[src/rtl/tdm_demux4.sv]
// Four-slot TDM demultiplexer: locks to a slot-0 sync marker, publishes y0..y3 per complete frame.
// Optional TDM_DEMUX_FLYWHEEL_EN tolerates one missing sync at slot 0 before dropping lock.
module tdm_demux4 #(
  parameter int unsigned WIDTH = 1
) (
  input  logic             clk,
  input  logic             rst_n,
  input  logic [WIDTH-1:0] din,
  input  logic             sync,
  input  logic             en,
  output logic [WIDTH-1:0] y0,
  output logic [WIDTH-1:0] y1,
  output logic [WIDTH-1:0] y2,
  output logic [WIDTH-1:0] y3,
  output logic [1:0]       slot,
  output logic             frame_valid,
  output logic             locked,
  output logic             sync_err
);

  typedef enum logic {HUNT = 1'b0, LOCKED = 1'b1} state_t;

  state_t           state_q, state_d;
  logic [1:0]       slot_q, slot_d;
  logic [WIDTH-1:0] sh0_q, sh0_d, sh1_q, sh1_d, sh2_q, sh2_d;
  logic [WIDTH-1:0] y0_q, y0_d, y1_q, y1_d, y2_q, y2_d, y3_q, y3_d;
  logic             fv_q, fv_d;
  logic             err_q, err_d;
`ifdef TDM_DEMUX_FLYWHEEL_EN
  logic             miss_q, miss_d;
`endif

  always_comb begin
    state_d = state_q;
    slot_d  = slot_q;
    sh0_d   = sh0_q;
    sh1_d   = sh1_q;
    sh2_d   = sh2_q;
    y0_d    = y0_q;
    y1_d    = y1_q;
    y2_d    = y2_q;
    y3_d    = y3_q;
    fv_d    = 1'b0;
    err_d   = 1'b0;
`ifdef TDM_DEMUX_FLYWHEEL_EN
    miss_d  = miss_q;
`endif
    if (en) begin
      case (state_q)
        HUNT: begin
          if (sync) begin
            sh0_d   = din;
            slot_d  = 2'd1;
            state_d = LOCKED;
`ifdef TDM_DEMUX_FLYWHEEL_EN
            miss_d  = 1'b0;
`endif
          end
        end
        LOCKED: begin
          if (sync) begin
            // Any sync restarts the frame at slot 0; mid-frame it also flags an error.
            err_d  = (slot_q != 2'd0);
            sh0_d  = din;
            slot_d = 2'd1;
`ifdef TDM_DEMUX_FLYWHEEL_EN
            miss_d = 1'b0;
`endif
          end else begin
            case (slot_q)
              2'd0: begin
                err_d = 1'b1;
`ifdef TDM_DEMUX_FLYWHEEL_EN
                if (!miss_q) begin
                  sh0_d  = din;
                  slot_d = 2'd1;
                  miss_d = 1'b1;
                end else begin
                  state_d = HUNT;
                  miss_d  = 1'b0;
                end
`else
                state_d = HUNT;
`endif
              end
              2'd1: begin
                sh1_d  = din;
                slot_d = 2'd2;
              end
              2'd2: begin
                sh2_d  = din;
                slot_d = 2'd3;
              end
              default: begin
                y0_d   = sh0_q;
                y1_d   = sh1_q;
                y2_d   = sh2_q;
                y3_d   = din;
                fv_d   = 1'b1;
                slot_d = 2'd0;
              end
            endcase
          end
        end
        default: state_d = HUNT;
      endcase
    end
  end

  always_ff @(posedge clk or negedge rst_n) begin
    if (!rst_n) begin
      state_q <= HUNT;
      slot_q  <= '0;
      sh0_q   <= '0;
      sh1_q   <= '0;
      sh2_q   <= '0;
      y0_q    <= '0;
      y1_q    <= '0;
      y2_q    <= '0;
      y3_q    <= '0;
      fv_q    <= 1'b0;
      err_q   <= 1'b0;
    end else begin
      state_q <= state_d;
      slot_q  <= slot_d;
      sh0_q   <= sh0_d;
      sh1_q   <= sh1_d;
      sh2_q   <= sh2_d;
      y0_q    <= y0_d;
      y1_q    <= y1_d;
      y2_q    <= y2_d;
      y3_q    <= y3_d;
      fv_q    <= fv_d;
      err_q   <= err_d;
    end
  end

`ifdef TDM_DEMUX_FLYWHEEL_EN
  always_ff @(posedge clk or negedge rst_n) begin
    if (!rst_n) miss_q <= 1'b0;
    else        miss_q <= miss_d;
  end
`endif

  assign y0          = y0_q;
  assign y1          = y1_q;
  assign y2          = y2_q;
  assign y3          = y3_q;
  assign slot        = slot_q;
  assign frame_valid = fv_q;
  assign locked      = (state_q == LOCKED);
  assign sync_err    = err_q;

endmodule

[config.mk]
export PLATFORM = sky130hd
export DESIGN_NAME = tdm_demux4
export DESIGN_NICKNAME = d
export VERILOG_FILES = /design/src/rtl/tdm_demux4.sv
export SDC_FILE = /design/constraint.sdc
export NUM_CORES = 1
export LEC_CHECK = 0
export ABC_CLOCK_PERIOD_IN_PS = 2500
export BUFFER_PORTS_ARGS = -buffer_cell sky130_fd_sc_hd__buf_2
export CORE_AREA = 2 2 39 41
export DETAILED_ROUTE_END_ITERATION = 6
export DIE_AREA = 0 0 41 43
export GPL_ROUTABILITY_DRIVEN = 0
export PLACE_DENSITY = 0.65
export SYNTH_ARGS = -nofsm -noshare
export SYNTH_HDL_FRONTEND = slang
export SYNTH_SLANG_ARGS = --single-unit
[constraint.sdc]
create_clock -name clk -period 2.5 [get_ports clk]
set_input_delay 0.5 -clock clk [delete_from_list [all_inputs] [get_ports clk]]
set_output_delay 0.5 -clock clk [all_outputs]
set_load 0.05 [all_outputs]
# Yosys cells after proc, flatten, opt, wreduce, memory -nomap -nowiden
# Index checks and enable logic that the tools add are counted.
totals:
  ff_bits: 12
  input_bits: 5
  output_inout_bits: 9
op_classes:
  n_eq_ne: 4
  muxes: 17
  bitwise: 3
  reduce_logical: 8
op_table:
  columns: ["operator", "n"]
  rows:
  - ["1-bit two-way mux", 12]
  - ["4-bit AND reduction", 3]
  - ["2-bit one-hot mux with 3 select lines", 1]
  - ["2-bit two-way mux", 2]
  - ["2-bit one-hot mux with 2 select lines", 1]
  - ["3-bit inequality test (second input constant)", 1]
  - ["1-bit inverter", 3]
  - ["3-bit AND reduction", 1]
  - ["3-bit OR reduction", 1]
  - ["2-bit by 1-bit equality test with 1-bit output (second input constant)", 1]
  - ["2-bit equality test (second input constant)", 1]
  - ["2-bit logical NOT", 1]
  - ["2-bit inequality test (second input constant)", 1]
  - ["1-bit one-hot mux with 2 select lines", 1]
  - ["2-bit AND reduction", 1]
  - ["2-bit nonzero test", 1]

# Longest topological paths before layout
logic_depth:
  ltp_word: 6
  mapped_depth: 5
  depth_no_buf: 5

# Worst setup path after synthesis
# Ideal clock, no wire load.
synth_timing:
  kind: "register to register"
  from: "register slot_q[0] (netlist: slot[0])"
  to: "register slot_q[0] (netlist: slot[0])"
  arrival_ps: 1564
  required_time_ps: 2367
  path_slack_ps: 803
  stages_incl_launch_ff: 6
  period_less_slack_ps: 1697
  cell_sequence: "dfrtp_1 inv_1 ha_1 nand2b_1 nor4b_1 a311oi_1"
synth_between:
  elab_chain_cells: 4
  elab_cells_between_ends: 8
  classes_between: "3 x eq/ne; 3 x mux; 2 x reduce/logical"
synth_rtl:
  columns: ["element", "line", "rtl"]
  rows:
  - ["start, declared", "24", "logic [1:0] slot_q, slot_d;"]
  - ["start signal, assigned", "125", "slot_q <= slot_d;"]
  - ["2-bit equality test (tied with other cells)", "70", "case (slot_q)"]
  - ["2-bit one-hot mux with 3 select lines", "70", null]
  - ["2-bit two-way mux", "61", "if (sync) begin"]
  - ["2-bit one-hot mux with 2 select lines", "49", "case (state_q)"]
# Parallel ways exist; a longest one is shown, timed or not.
# A chain may end at the register's enable or synchronous reset.

# Worst setup path in the final report
layout_timing:
  from: "register state_q (netlist: locked)"
  to: "output locked"
layout_rtl:
  columns: ["element", "line", "rtl"]
  rows:
  - ["start, declared", "23", "state_t state_q, state_d;"]
  - ["start signal, assigned", "124", "state_q <= state_d;"]
  - ["end, declared", "17", "output logic locked,"]
# No word-level cell between the ends.

==> metrics.md <==
| Metric | Value |
|---|---|
| Status | `finished, final reports clean` |
| Cts hold-fix bufs | `0` |
| R2r setup slk | `roughly 1.1 ns` |
| Max IR drop VDD | `between 0.6 and 0.7 mV` |
| Hold/Removal Path Class | `in -> async` |
| Clock Skews | `0.001661 ns` |
| Post-synthesis register bit count | `12` |
| Clock Power Share | `0.158` |
| Via density | `just over 5` |
| Critical path arrival | `1.00 ns` |
| Detailed-route DRC error count | `0` |
| Pwr/cell area | `roughly 1400 nW/um^2` |
| Chip Height | `roughly 43 um` |
| TritonCTS clock tree | `yes` |
| Global-route wire length before repair | `around 1.5 mm` |
| IO Pins | `14` |
| CP max FO | `7` |
| Total power draw | `slightly above 900 uW` |
| Sw frac | `0.4644` |
| Critical path capture point type | `primary output` |
| Final critical-path required period | `~1.5 ns` |
| Launch point of the worst path | `locked` |
| Leak pwr | `about 0.00036 uW` |
| Clock root buffer | `clkbuf_4` |
| CP peak stage delay | `roughly 0.44 ns` |
| Htree depth | `1` |
| F_max | `0.6650 GHz` |
| Setup TNS | `0 ns` |
| Gate Count Post-Synth | `between 40 and 50` |
| Share of cells above drive strength 1 | `0.4262` |
| CTS Buf Count | `3` |
| Initial DRC Count | `3` |
| Worst slew pin tran | `0.2351 ns` |
| Max cap viols | `0` |
| Share of total power in combinational logic | `0.496` |
| WP data required | `around 2.0 ns` |
| Dpl cell area | `roughly 650 um^2` |
| Yosys Warn Count | `0` |
| Sequential power share | `0.346` |
| Worst r2r src | `slot[1]` |
| Crit Path Category | `reg -> out` |
| Overall Global Routing Usage | `0.1302` |
| Synthesized Nets | `55` |
| Core Box Area | `~1400 um^2` |
| Pint | `about 500 uW` |
| Top delay family on crit path | `flip-flops` |
| Slew headroom | `0.8411` |
| Clock latency on the worst-skew pair | `approximately 0.26 ns` |
| ANT nets after route | `0` |
| N_diodes | `0` |
| Initial antenna violation count | `0` |
| Post_cts resized | `0` |
| Full die area | `1763 um^2` |
| Mean post-synth cell area | `about 13 um^2` |
| Netlist Area Pre-Place | `569.3 um^2` |
| Sequential area share after synthesis | `0.5275` |
| Reg clk slew, reported paths | `roughly 0.07 ns` |
| Largest net degree at the start of global routing | `13` |
| Area grow syn2layout | `20.44%` |
| Net Sw Power | `around 430 uW` |
| Drt first pass iters | `2` |
| # setup viols final | `0` |
| Vias in the first global route | `367` |
| Final net count | `72` |
| IO Port Bufs | `13` |
| CP Launch Type | `register` |
| Die width | `between 40 and 50 um` |
| # Post-CTS Setup Buffers | `0` |
| Yosys cell types | `17` |
| Final worst path period share | `0.6015` |
| Cell Rows | `14` |
| Final hold vios | `0` |
| Slowest CP cell | `dfrtp_1` |
| Initial Utilization | `0.4114` |
| Post-route design area | `685.7 um^2` |
| Buffers & Inverters on Critical Path | `1` |
| CTS Buffer Depth | `2` |
| Final Max Tran Viols | `0` |
| Total gr overflow | `0` |
| RSZ-0062 raised after global routing | `false` |
| DR WL/cell | `roughly 11 um` |
| Fillers | `129` |
| Clock sink count | `12` |
| Final Routed Wirelength | `roughly 860 um` |
| DR vias | `approximately 390` |
| Critical Path, Cell by Cell | `buf_2` |
## metrics by stage
stage / util / hold WS [ns] / setup slack (ns) / std cells
6_report: 0.4955 / 0.09308 / 0.9963 / 77
3_3_place_gp: 0.4693 / 0.3908 / 1.049 / 73
2_1_floorplan: - / 0.2044 / 0.8026 / 45
3_5_place_dp: 0.4693 / 0.3869 / 1.030 / 73
4_1_cts: 0.4955 / 0.09113 / 0.9819 / 77
5_1_grt: 0.4955 / 0.09638 / 0.9030 / 77
## cells by family after synthesis
| kind of cell | share of synthesized area |
|---|---|
| compound gates | 0.05496 |
| fa+ha+maj | 0.1099 |
| buf+inv | 0.03515 |
| flops | 0.5275 |
| mux | 0.1385 |
| simple gates | 0.1341 |
## final timing paths
| check | end | cells after the start |
|---|---|---|
| hold / removal | sh2_q | 1 |
| setup reg to reg | slot[0] | 5 |
| setup / recovery | locked | 1 |
| max in group asynchronous | sync_err | 1 |
| min in group clk | slot[1] | 2 |
| hold reg to reg | y1 | 1 |
## synth_stat cells
cell | n | share of area
a21oi_1 | 2 | 0.018
a311oi_1 | 1 | 0.015
a31oi_1 | 1 | 0.011
and2b_2 | 1 | 0.015
and4b_1 | 1 | 0.018
buf_2 | 1 | 0.0088
dfrtp_1 | 12 | 0.53
ha_1 | 5 | 0.11
inv_1 | 4 | 0.026
mux2_2 | 7 | 0.14
nand2_1 | 2 | 0.013
nand2b_1 | 1 | 0.011
nand3_1 | 2 | 0.018
nand3_4 | 1 | 0.031
nor2_1 | 2 | 0.013
nor4b_1 | 1 | 0.015
o22ai_1 | 1 | 0.011
## power groups by stage
stage	sequential [uW]	clock, uW	combinational (uW)
2_1_floorplan	528	0	160
6_report	322	147	461
4_1_cts	323	156	468
5_1_grt	336	168	504
3_5_place_dp	327	0	468
3_3_place_gp	326	0	462
## metal layers
| metal | vias up | wire, um | track usage |
|---|---|---|---|
| li1 | 190 | - | - |
| met1 | 189 | 385 | 0.1678 |
| met2 | 11 | 412 | 0.1781 |
| met3 | 2 | 61 | 0.04712 |
| met4 | 0 | 5 | 0.08000 |
| met5 | - | 0 | 0 |
## cells in the final DEF (no fill, tap or decap)
cell type / netlist / final
a21oi_1: 2 / 2
a311oi_1: 1 / 1
a31oi_1: 1 / 1
and2b_2: 1 / 1
and4b_1: 1 / 1
buf_2: 1 / 13
clkbuf_4: 0 / 3
clkbuf_8: 0 / 1
dfrtp_1: 12 / 12
ha_1: 5 / 5
inv_1: 4 / 4
mux2_2: 7 / 7
nand2_1: 2 / 2
nand2b_1: 1 / 1
nand3_1: 2 / 2
nand3_4: 1 / 1
nor2_1: 2 / 2
nor4b_1: 1 / 1
o22ai_1: 1 / 1
## state kept, by name, summed over array words and instances (netlist names)
name,flops
frame_valid,1
locked,1
sh0_q,1
sh1_q,1
sh2_q,1
slot,2
sync_err,1
y0,1
y1,1
y2,1
y3,1
## cell type report
class                      instances  area (um^2)  share of cell area
clock buffer                       4        36.28             0.05292
inverter                           4        15.01             0.02190
multi-input combinational         28        249.0              0.3631
sequential                        12        300.3              0.4380
tap                               16        20.02             0.02920
timing repair buffer              13        65.06             0.09489
(Power assumes the default switching activity.)
